### config.mk
export PLATFORM = sky130hd
export DESIGN_NAME = regbnk_arbiter
export DESIGN_NICKNAME = d
export VERILOG_FILES = /design/src/rtl/regbnk_arbiter_pkg.sv /design/src/rtl/regbnk_arbiter_rr_pick.sv /design/src/rtl/regbnk_arbiter.sv
export SDC_FILE = /design/constraint.sdc
export NUM_CORES = 1
export LEC_CHECK = 0
export ABC_AREA = 1
export BUFFER_PORTS_ARGS = -buffer_cell sky130_fd_sc_hd__buf_2
export CORE_MARGIN = 2
export CORE_UTILIZATION = 30
export CTS_CLUSTER_DIAMETER = 100
export DETAILED_ROUTE_END_ITERATION = 7
export GPL_ROUTABILITY_DRIVEN = 0
export PLACE_DENSITY = 0.77
export SKIP_CTS_REPAIR_TIMING = 1
export SYNTH_ARGS = -nofsm -noshare
export SYNTH_HDL_FRONTEND = slang
export SYNTH_HIERARCHICAL = 1
export SYNTH_SLANG_ARGS = --single-unit
### constraint.sdc
create_clock -name clk -period 1.54 [get_ports clk]
set_input_delay 0.077 -clock clk [delete_from_list [all_inputs] [get_ports clk]]
set_output_delay 0.077 -clock clk [all_outputs]
set_load 0.05 [all_outputs]
### src/rtl/regbnk_arbiter_pkg.sv
// regbnk_arbiter shared definitions
// bank geometry, op codes and arbiter FSM states
package regbnk_arbiter_pkg;

  localparam int REGBNK_DW = 16;
  localparam int REGBNK_AW = 4;

  localparam logic RW_READ  = 1'b1;
  localparam logic RW_WRITE = 1'b0;

  typedef enum logic [0:0] {
    ST_IDLE   = 1'b0,
    ST_LOCKED = 1'b1
  } arb_st_e;

  // index width for n requesters, never zero
  function automatic int idx_w(input int n);
    return (n > 1) ? $clog2(n) : 1;
  endfunction

endpackage

### src/rtl/regbnk_arbiter_rr_pick.sv
// regbnk_arbiter round-robin picker
// first set req bit at or after ptr, wrapping
module regbnk_arbiter_rr_pick
  import regbnk_arbiter_pkg::*;
#(
  parameter int NREQ = 2,
  parameter int IW   = 1
) (
  input  logic [NREQ-1:0] req,
  input  logic [IW-1:0]   ptr,
  output logic [NREQ-1:0] win,
  output logic [IW-1:0]   idx,
  output logic            any
);

  int pos;

  // scan ptr, ptr+1, ... modulo NREQ; first hit wins
  always_comb begin
    win = '0;
    idx = '0;
    any = 1'b0;
    pos = 0;
    for (int k = 0; k < NREQ; k++) begin
      pos = int'(ptr) + k;
      if (pos >= NREQ) begin
        pos = pos - NREQ;
      end
      if (!any && req[pos]) begin
        any      = 1'b1;
        win[pos] = 1'b1;
        idx      = pos[IW-1:0];
      end
    end
  end

endmodule

### src/rtl/regbnk_arbiter.sv
// regbnk_arbiter: shares the single-port regbnk
// round-robin with bounded lock; tags read data
module regbnk_arbiter
  import regbnk_arbiter_pkg::*;
#(
  parameter int NREQ     = 2,
  parameter int DW       = REGBNK_DW,
  parameter int AW       = REGBNK_AW,
  parameter int MAX_LOCK = 4
) (
  input  logic               clk,
  input  logic               rst,
  input  logic [NREQ-1:0]    req,
  input  logic [NREQ-1:0]    rw,
  input  logic [NREQ-1:0]    lock,
  input  logic [NREQ*AW-1:0] addr,
  input  logic [NREQ*DW-1:0] wdat,
  output logic [NREQ-1:0]    gnt,
  output logic [NREQ-1:0]    rvld,
  output logic [DW-1:0]      rdat,
  output logic               bnk_cs,
  output logic               bnk_rw,
  output logic [AW-1:0]      bnk_addr,
  output logic [DW-1:0]      bnk_datin,
  input  logic [DW-1:0]      bnk_datout
);

  localparam int IW = idx_w(NREQ);
  localparam int CW = $clog2(MAX_LOCK + 1);

  arb_st_e         state;
  logic [IW-1:0]   ptr;
  logic [IW-1:0]   owner;
  logic [CW-1:0]   lcnt;
  logic [NREQ-1:0] rd_tag;

  logic [NREQ-1:0] own_oh;
  logic [NREQ-1:0] elig;
  logic [NREQ-1:0] win;
  logic [IW-1:0]   widx;
  logic            wany;
  logic [IW-1:0]   nxt;
  logic            own_go;

  // while locked only the owner is eligible
  always_comb begin
    own_oh        = '0;
    own_oh[owner] = 1'b1;
    elig          = (state == ST_LOCKED) ? (req & own_oh) : req;
  end

  regbnk_arbiter_rr_pick #(
    .NREQ(NREQ),
    .IW  (IW)
  ) u_pick (
    .req(elig),
    .ptr(ptr),
    .win(win),
    .idx(widx),
    .any(wany)
  );

  // pointer moves past the winner
  always_comb begin
    nxt    = (widx == IW'(NREQ - 1)) ? '0 : widx + IW'(1);
    own_go = req[owner] && lock[owner];
  end

  // Mealy grant and bank mux, silenced in reset
  always_comb begin
    gnt       = rst ? '0 : win;
    bnk_cs    = 1'b0;
    bnk_rw    = RW_WRITE;
    bnk_addr  = '0;
    bnk_datin = '0;
    if (!rst) begin
      for (int i = 0; i < NREQ; i++) begin
        if (win[i]) begin
          bnk_cs    = 1'b1;
          bnk_rw    = rw[i];
          bnk_addr  = addr[i*AW +: AW];
          bnk_datin = wdat[i*DW +: DW];
        end
      end
    end
  end

  // arbitration FSM with ptr/owner/lcnt state
  always_ff @(posedge clk) begin
    if (rst) begin
      state <= ST_IDLE;
      ptr   <= '0;
      owner <= '0;
      lcnt  <= '0;
    end else begin
      unique case (state)
        ST_IDLE: begin
          if (wany) begin
            ptr <= nxt;
            if (lock[widx]) begin
              owner <= widx;
              lcnt  <= CW'(1);
              if (MAX_LOCK > 1) begin
                state <= ST_LOCKED;
              end
            end
          end
        end
        ST_LOCKED: begin
          if (wany) begin
            ptr <= nxt;
          end
          if (!own_go) begin
            state <= ST_IDLE;
          end else begin
            lcnt <= lcnt + CW'(1);
            if (lcnt == CW'(MAX_LOCK - 1)) begin
              state <= ST_IDLE;
            end
          end
        end
        default: state <= ST_IDLE;
      endcase
    end
  end

  // remember who issued a read for next-cycle rvld
  always_ff @(posedge clk) begin
    if (rst) begin
      rd_tag <= '0;
    end else if (wany && bnk_rw == RW_READ) begin
      rd_tag <= win;
    end else begin
      rd_tag <= '0;
    end
  end

  assign rvld = rst ? '0 : rd_tag;
  assign rdat = bnk_datout;

endmodule

==> results of run 1 <==
## layout by cell type, fill, tap and decap left out, types with 3 or more instances in the layout
cell type / n
nand2_1: 18
buf_4: 16
clkbuf_4: 3
inv_1: 11
nand3_1: 7
buf_6: 22
inv_2: 5
nor2_4: 6
a32o_2: 20
nor2_1: 7
dfxtp_1: 6
buf_2: 49
buf_8: 6
a21oi_1: 4
## layout make-up
class / count / share of cell area [%]
Clock buffer: 3 / 1.33
Inverter: 17 / 3.92
Multi-Input combinational cell: 80 / 36.0
Sequential cell: 8 / 9.61
Tap cell: 31 / 2.29
Timing Repair Buffer: 97 / 46.9
## worst max path at each step
stage	startpoint	endpoint	slack, ps	cells past startpoint
6_report	owner	bnk_datin[14]	-360	9
2_1_floorplan	state	bnk_addr[2]	-60	9
3_3_place_gp	owner	bnk_datin[6]	-90	9
5_1_grt	owner	bnk_datin[14]	-460	9
4_1_cts	owner	bnk_datin[6]	-430	10
3_5_place_dp	owner	bnk_datin[6]	-120	10
## power breakdown
part	switching [mW]	internal (mW)	total, mW
clock network	0.0787	0.0897	0.168
registers	0.0181	0.226	0.244
logic	0.478	0.381	0.859
## critical path: stages, from the launching register on
cell	delay, ps
dfxtp_2	340
inv_1	90
a21boi_4	170
inv_2	60
nor2_4	100
inv_2	80
nor2_4	230
clkbuf_16	190
a32o_2	150
buf_8	150
## cells by family (layout without fill, tap and decap cells)
kind of cell / Yosys count / in the layout / synth area share (%)
buffers and inverters: 40 / 117 / 26.1
flip-flops: 8 / 8 / 18.2
AND/OR/NAND/NOR: 48 / 48 / 24.3
adder cells (fa/ha/maj): 2 / 2 / 2.84
AO/OA/AOI/OAI: 30 / 30 / 28.7
## per-layer routing
layer  vias up  global-route usage (%)  wire (um)
met5         -                       0          0
met4         0                    3.99         38
met3         8                    4.46        223
met2        48                    26.1       1940
met1       569                    19.2       1360
li1        586                       -          -
## Yosys cell counts (all sizes together)
master,count
inv,17
a21boi,1
ha,2
and2,2
nand3b,1
a21oi,7
nand2,21
nand3,8
buf,23
dfxtp,8
a32o,20
nor2,15
o21ai,2
nand4,1
## per-stage QoR
stage          setup TNS (ps)  instances
2_1_floorplan            -648        128
3_3_place_gp            -1490        223
3_5_place_dp            -2320        223
4_1_cts                 -9640        226
5_1_grt                -10260        236
6_report                -7640        236
## flip-flops by register name, summed over array words and instances, names as in the netlist
signal  cells
owner       1
ptr         1
state       1
rd_tag      2
lcnt        3
==> impl_metrics.ini, run 1 <==
[synth]
ys_seq_area_share_pct = 18.2
synth_warnings = 6
syn_nets = 194
syn_area_um2 = 882
syn_area_per_cell_um2 = 6.89
synth-seq-cells = 8
synth.area.top_cells = a32o_1 23%, dfxtp_1 18%, buf_4 15%
synth.distinct_cells = 19
syn_inst = 128
yosysTopAreaCellShare_pct = 22.7
synth_area_leader_cell = a32o_1

[clock_network]
htree_levels = 1
clk_latency_ps = 260
root_buffer = clkbuf_4
cts_tree = done
clk_pin_slew_ps = 60
cts_buffers = 3
cts.sinks = 8
cts_buffer_depth = 2

[timing]
finalCriticalPeriod_ps = 1900
maxSlewHeadroom_pct = 80.5
finalCritPeriodShare_pct = 124
clock.fmax_mhz = 525
rsz0062_at_grt = yes
finClkSkew_ps = 0.762
tightest_slew_ps = 293
setup_violations = 26
hold_slack_ps = 83.7
worst_slack_ps = -363
drv_slew = 0
finalHoldViolations = 0

[pwr]
power_mw = 1.27
leakage_nw = 0.944
peakVddDrop_mv = 0.597
p_per_area_nw_per_um2 = 751

[finish]
fin_nets = 273
multiInputGateArea_um2 = 609
drive_gt1_share_pct = 71.7
num_antenna_cells = 0
design_area_um2 = 1690
final_util_pct = 60.9
fillerInstances = 238
syn_to_final_growth_pct = 91.9
regArea_um2 = 163

[worst_setup_path]
cp_max_fo = 5
path_class = reg2out
worstRegToRegCells = 12
start_kind = flip-flop
endpoint_kind = output pin
timing.rr.end = state
arrival_ps = 1830
reg2reg_from = owner
reg2reg_setup_slack_ps = -60
worstPathRequired_ps = 1460

[placed_design]
io_buffers = 73
place_worst_setup_slack_ps = -124
place_area_um2 = 1290
hpwl_um = 2250

[min_path]
hold_end = rd_tag[1]
hp-start = rw[1]
hold_path_class = in2reg
hold_depth = 3

[floorplanning]
dieArea_um2 = 3390
die_h_um = 58.2
num_io_pins = 106
initial_core_util_pct = 31.7
coreArea_um2 = 2780
chipWidth_um = 58.2
num_rows = 19

[global_routing]
grt_overflow = 0
grt_usage_pct = 15.5
antenna_found_initial = 0
grt_max_degree = 22
grt_pass1_vias = 995
grt_first_pass_wirelength_um = 4190

[route]
final_antenna_net_count = 0
first_pass_iters = 4
vias = 1211
vias_per_cell = 5.13
routedWlPerCell_um = 15.1
drt-initial-drc-count = 55
routed_wl_um = 3560
drc = 0

[run]
cap_violations = 0

[run_status]
status = finished with violations
violations = negative setup slack
Power figures use the tool's default switching activity.
==> inputs of run 2 (changes only) <==
- BUFFER_PORTS_ARGS: -buffer_cell sky130_fd_sc_hd__buf_2 -> default
- CORE_UTILIZATION: 30 -> 48
- DONT_BUFFER_PORTS: default -> 1
- PLACE_DENSITY: 0.77 -> 0.65
==> impl_metrics.ini, run 2 (synthesis gave the netlist of run 1 again) <==
[worst_setup_path]
start_kind = flip-flop
arrival_ps = 1830
cp_slowest_cell = dfxtp_2
timing.rr.end = state
cpPeakStageDelay_ps = 370
critPathLaunch = owner
worstRegToRegCells = 12
cp_max_fo = 9
endpoint_kind = output pin
worstPathRequired_ps = 1460
reg2reg_setup_slack_ps = -190
reg2reg_from = owner
cp-endpoint = bnk_datin[3]
crit_top_cell = inv_2
path_cells = inv_2 > a21boi_2 > nand2_1 > inv_2 > nor2_4 > inv_2 > nor2_4 > buf_6 > a32o_2 > buf_12
path_class = reg2out

[timing]
tightest_slew_ps = 240
hold_slack_ps = -22.2
finClkSkew_ps = 6.71
worst_slack_ps = -367
setup_violations = 31
drv_slew = 0
maxSlewHeadroom_pct = 83.8
finalCriticalPeriod_ps = 1910
finalHoldViolations = 1
clock.fmax_mhz = 524
rsz0062_at_grt = yes
finalCritPeriodShare_pct = 124

[placed_design]
place_worst_setup_slack_ps = -131
placed_cells = 170
io_buffers = 0
hpwl_um = 2660

[clock_network]
clk_pin_slew_ps = 60
root_buffer = clkbuf_4
cts.sinks = 8
htree_levels = 1
clk_latency_ps = 270
cts_tree = done
cts_buffers = 3
cts_buffer_depth = 2

[finish]
num_antenna_cells = 0
fillerInstances = 84
reg.largest.list = lcnt x3, rd_tag x2
regMostFlops = lcnt
largest_register_ffs = 3
syn_to_final_growth_pct = 68.7
fin_cells = 176
drive_gt1_share_pct = 56.3
mostFrequentLayoutCells = 21 x buf_12, 20 x a32o_2, 19 x nand2_1
fin_nets = 219
final_common_cell = buf_12

[route]
first_pass_iters = 5
final_antenna_net_count = 0
drc = 0
drt-initial-drc-count = 44
routed_wl_um = 3920
vias = 1129
routedWlPerCell_um = 22.3
vias_per_cell = 6.41

[pwr]
leakage_nw = 0.739
peakVddDrop_mv = 0.717
p_per_area_nw_per_um2 = 832

[global_routing]
grt_usage_pct = 28.6
grt_overflow = 0
grt_pass1_vias = 1031
grt_first_pass_wirelength_um = 4490
grt_max_degree = 13
antenna_found_initial = 0

[run_status]
violations = negative hold slack, negative setup slack
status = finished with violations

[floorplanning]
dieArea_um2 = 2200
num_io_pins = 106
die_h_um = 46.9
chipWidth_um = 46.9
coreArea_um2 = 1730
num_rows = 15
initial_core_util_pct = 51.1

[min_path]
hold_path_class = in2reg

[run]
cap_violations = 0
[run 2: worst min path at each step]
stage	slack, ps	startpoint	end	depth (start not counted)
floorplan	220	rw[1]	rd_tag[1]	2
CTS	-120	rst	lcnt[2]	1
finish	-20	lock[1]	owner	2
global route	10	lock[1]	owner	2
global placement	150	rst	lcnt[2]	1
detailed placement	150	rst	lcnt[2]	1
[run 2: metal layers]
metal | wire, um | track usage, % | up-vias
met4 | 277 | 12.2 | 0
li1 | - | - | 474
met1 | 1190 | 30.3 | 529
met5 | 0 | 0 | -
met2 | 2130 | 52.1 | 88
met3 | 316 | 8.46 | 38
[run 2: power by group]
| group | leakage (nW) | total (mW) | switching [mW] | internal, mW |
|---|---|---|---|---|
| Clock | 0.0138 | 0.173 | 0.0832 | 0.0900 |
| Sequential | 0.0666 | 0.247 | 0.0203 | 0.226 |
| Combinational | 0.659 | 0.818 | 0.455 | 0.363 |
| Total | 0.739 | 1.24 | 0.559 | 0.679 |
[run 2: critical path: cells and delay by family, from the launching register on]
family                 cells  cell delay, ps
buffers and inverters      5             510
AOI/OAI and AO/OA          2             470
DFF                        1             370
and+or+nand+nor            3             210
[run 2: metrics by stage]
step / hold slack, ps / power, mW / util [%] / area, um^2 / setup TNS (ps)
after floorplan: 221 / 0.782 / - / 933 / -648
after global placement: 148 / 0.960 / 78.1 / 1350 / -41.7
after detailed placement: 150 / 0.983 / 78.1 / 1350 / -2740
after CTS: -124 / 1.15 / 79.4 / 1370 / -9580
after global routing: 9.56 / 1.28 / 86.2 / 1490 / -10120
final: -22.2 / 1.24 / 86.2 / 1490 / -8760
[run 2: cell type report]
class | instances | area, um^2 | area share [%]
flip-flops and latches | 8 | 165 | 11.1
multi-input cells | 80 | 572 | 38.4
clock buffers | 3 | 22.5 | 1.51
inverters | 17 | 68.8 | 4.63
repair buffers | 43 | 628 | 42.2
well taps | 25 | 31.3 | 2.10
==> inputs of run 3 (changes only) <==
- CORE_UTILIZATION: 48 -> 51
- PLACE_DENSITY: 0.65 -> 0.79
==> impl_metrics.ini, run 3 (synthesis gave the netlist of run 1 again) <==
[worst_setup_path]
arrival_ps = 1800
reg2reg_from = owner
critical_path_depth = 10
crit_top_cell = nor2_4
path_cells = nand2_2 > and2_4 > inv_4 > nor2_4 > nor2_4 > inv_4 > nor2_4 > buf_4 > a32o_2 > buf_12
timing.rr.end = rd_tag[0]
reg2reg_setup_slack_ps = -80
cpPeakStageDelay_ps = 360
critPathLaunch = state
crit_family = simple AND/OR/NAND/NOR gates
start_kind = flip-flop
worstRegToRegCells = 12
path_class = reg2out
cp_slowest_cell = dfxtp_2
path_buf_inv = 4
cp-endpoint = bnk_addr[1]
cp_max_fo = 5
worstPathRequired_ps = 1460
endpoint_kind = output pin

[run]
cap_violations = 0

[timing]
finalCritPeriodShare_pct = 122
worst_slack_ps = -338
maxSlewHeadroom_pct = 83.0
drv_slew = 0
clock.fmax_mhz = 532
setup_violations = 28
finClkSkew_ps = 0.559
finalCriticalPeriod_ps = 1880
tightest_slew_ps = 255
rsz0062_at_grt = yes
finalHoldViolations = 0

[route]
first_pass_iters = 4
final_antenna_net_count = 0
vias_per_cell = 6.61
routed_wl_um = 4170
drt-initial-drc-count = 48
routedWlPerCell_um = 24.4
drc = 0
vias = 1131

[clock_network]
clk_pin_slew_ps = 50
cts.sinks = 8
cts_tree = done
root_buffer = clkbuf_4
htree_levels = 1
cts_buffers = 3
clk_latency_ps = 260
cts_buffer_depth = 2

[placed_design]
place_area_um2 = 1320
placed_cells = 160
hpwl_um = 2660
io_buffers = 0

[global_routing]
grt_max_degree = 13
grt_usage_pct = 30.4
grt_overflow = 0
grt_pass1_vias = 1003
antenna_found_initial = 0
grt_first_pass_wirelength_um = 4510

[finish]
largest_register_ffs = 3
final_common_cell = buf_12
reg.largest.list = lcnt x3, rd_tag x2
fin_nets = 222
design_area_um2 = 1500
num_antenna_cells = 0
mostFrequentLayoutCells = 21 x buf_12, 20 x a32o_2, 19 x nand2_1
regMostFlops = lcnt
syn_to_final_growth_pct = 70.2
fillerInstances = 74
fin_cells = 171
drive_gt1_share_pct = 57.8

[run_status]
violations = negative setup slack
status = finished with violations

[floorplanning]
chipWidth_um = 45.6
coreArea_um2 = 1670
initial_core_util_pct = 52.8
num_rows = 15
num_io_pins = 106
die_h_um = 45.6
dieArea_um2 = 2080

[pwr]
p_per_area_nw_per_um2 = 845
leakage_nw = 0.751
peakVddDrop_mv = 0.600

[min_path]
hold_path_class = in2reg
run 3: area by class of cell:
type | count | area, um^2 | area share, %
timing repair buffer | 46 | 646 | 43.0
multi-input combinational | 80 | 578 | 38.5
sequential | 8 | 165 | 11.0
inverter | 17 | 68.8 | 4.58
clock buffer | 3 | 22.5 | 1.50
tap | 17 | 21.3 | 1.42
run 3: report_power, final:
group	leakage (nW)	switching, mW	internal, mW
Sequential	0.0665	0.0224	0.226
Clock	0.0138	0.0798	0.0897
Combinational	0.670	0.474	0.376
Total	0.751	0.577	0.692
run 3: worst min-delay path by stage:
stage | from | end | slack, ps | cells after the start
floorplan | rw[1] | rd_tag[1] | 220 | 2
global placement | rst | lcnt[2] | 150 | 1
detailed placement | rst | owner | 150 | 1
CTS | rst | owner | -110 | 1
global route | rst | rd_tag[1] | 70 | 3
finish | rst | lcnt[0] | 80 | 3
run 3: routing by layer:
| metal | up-vias | global-route usage [%] | routed length [um] |
|---|---|---|---|
| met5 | - | 0 | 0 |
| met4 | 0 | 8.82 | 237 |
| met3 | 20 | 14.7 | 488 |
| met2 | 98 | 56.3 | 2130 |
| met1 | 530 | 29.1 | 1300 |
| li1 | 483 | - | - |
run 3: stage by stage:
stage	util (%)	worst slack, ps	hold slack, ps	setup TNS [ps]	total power [mW]
5_1_grt	89.9	-425	74.2	-9660	1.32
3_5_place_dp	79.3	-237	151	-4150	0.984
2_1_floorplan	-	-64.1	221	-648	0.782
4_1_cts	80.6	-512	-115	-10660	1.14
6_report	89.9	-338	83.6	-7340	1.27
3_3_place_gp	79.3	-34.5	149	-462	0.948
run 3: worst reg2reg max path, stage by stage (launching register included):
cell,delay [ps]
dfxtp_4,360
nand2_2,60
and2_4,140
inv_4,40
nor2_4,130
nor2_4,70
inv_4,80
buf_6,150
nand2_1,100
o21ai_4,80
buf_4,130
nand3_1,80
nor2_1,130
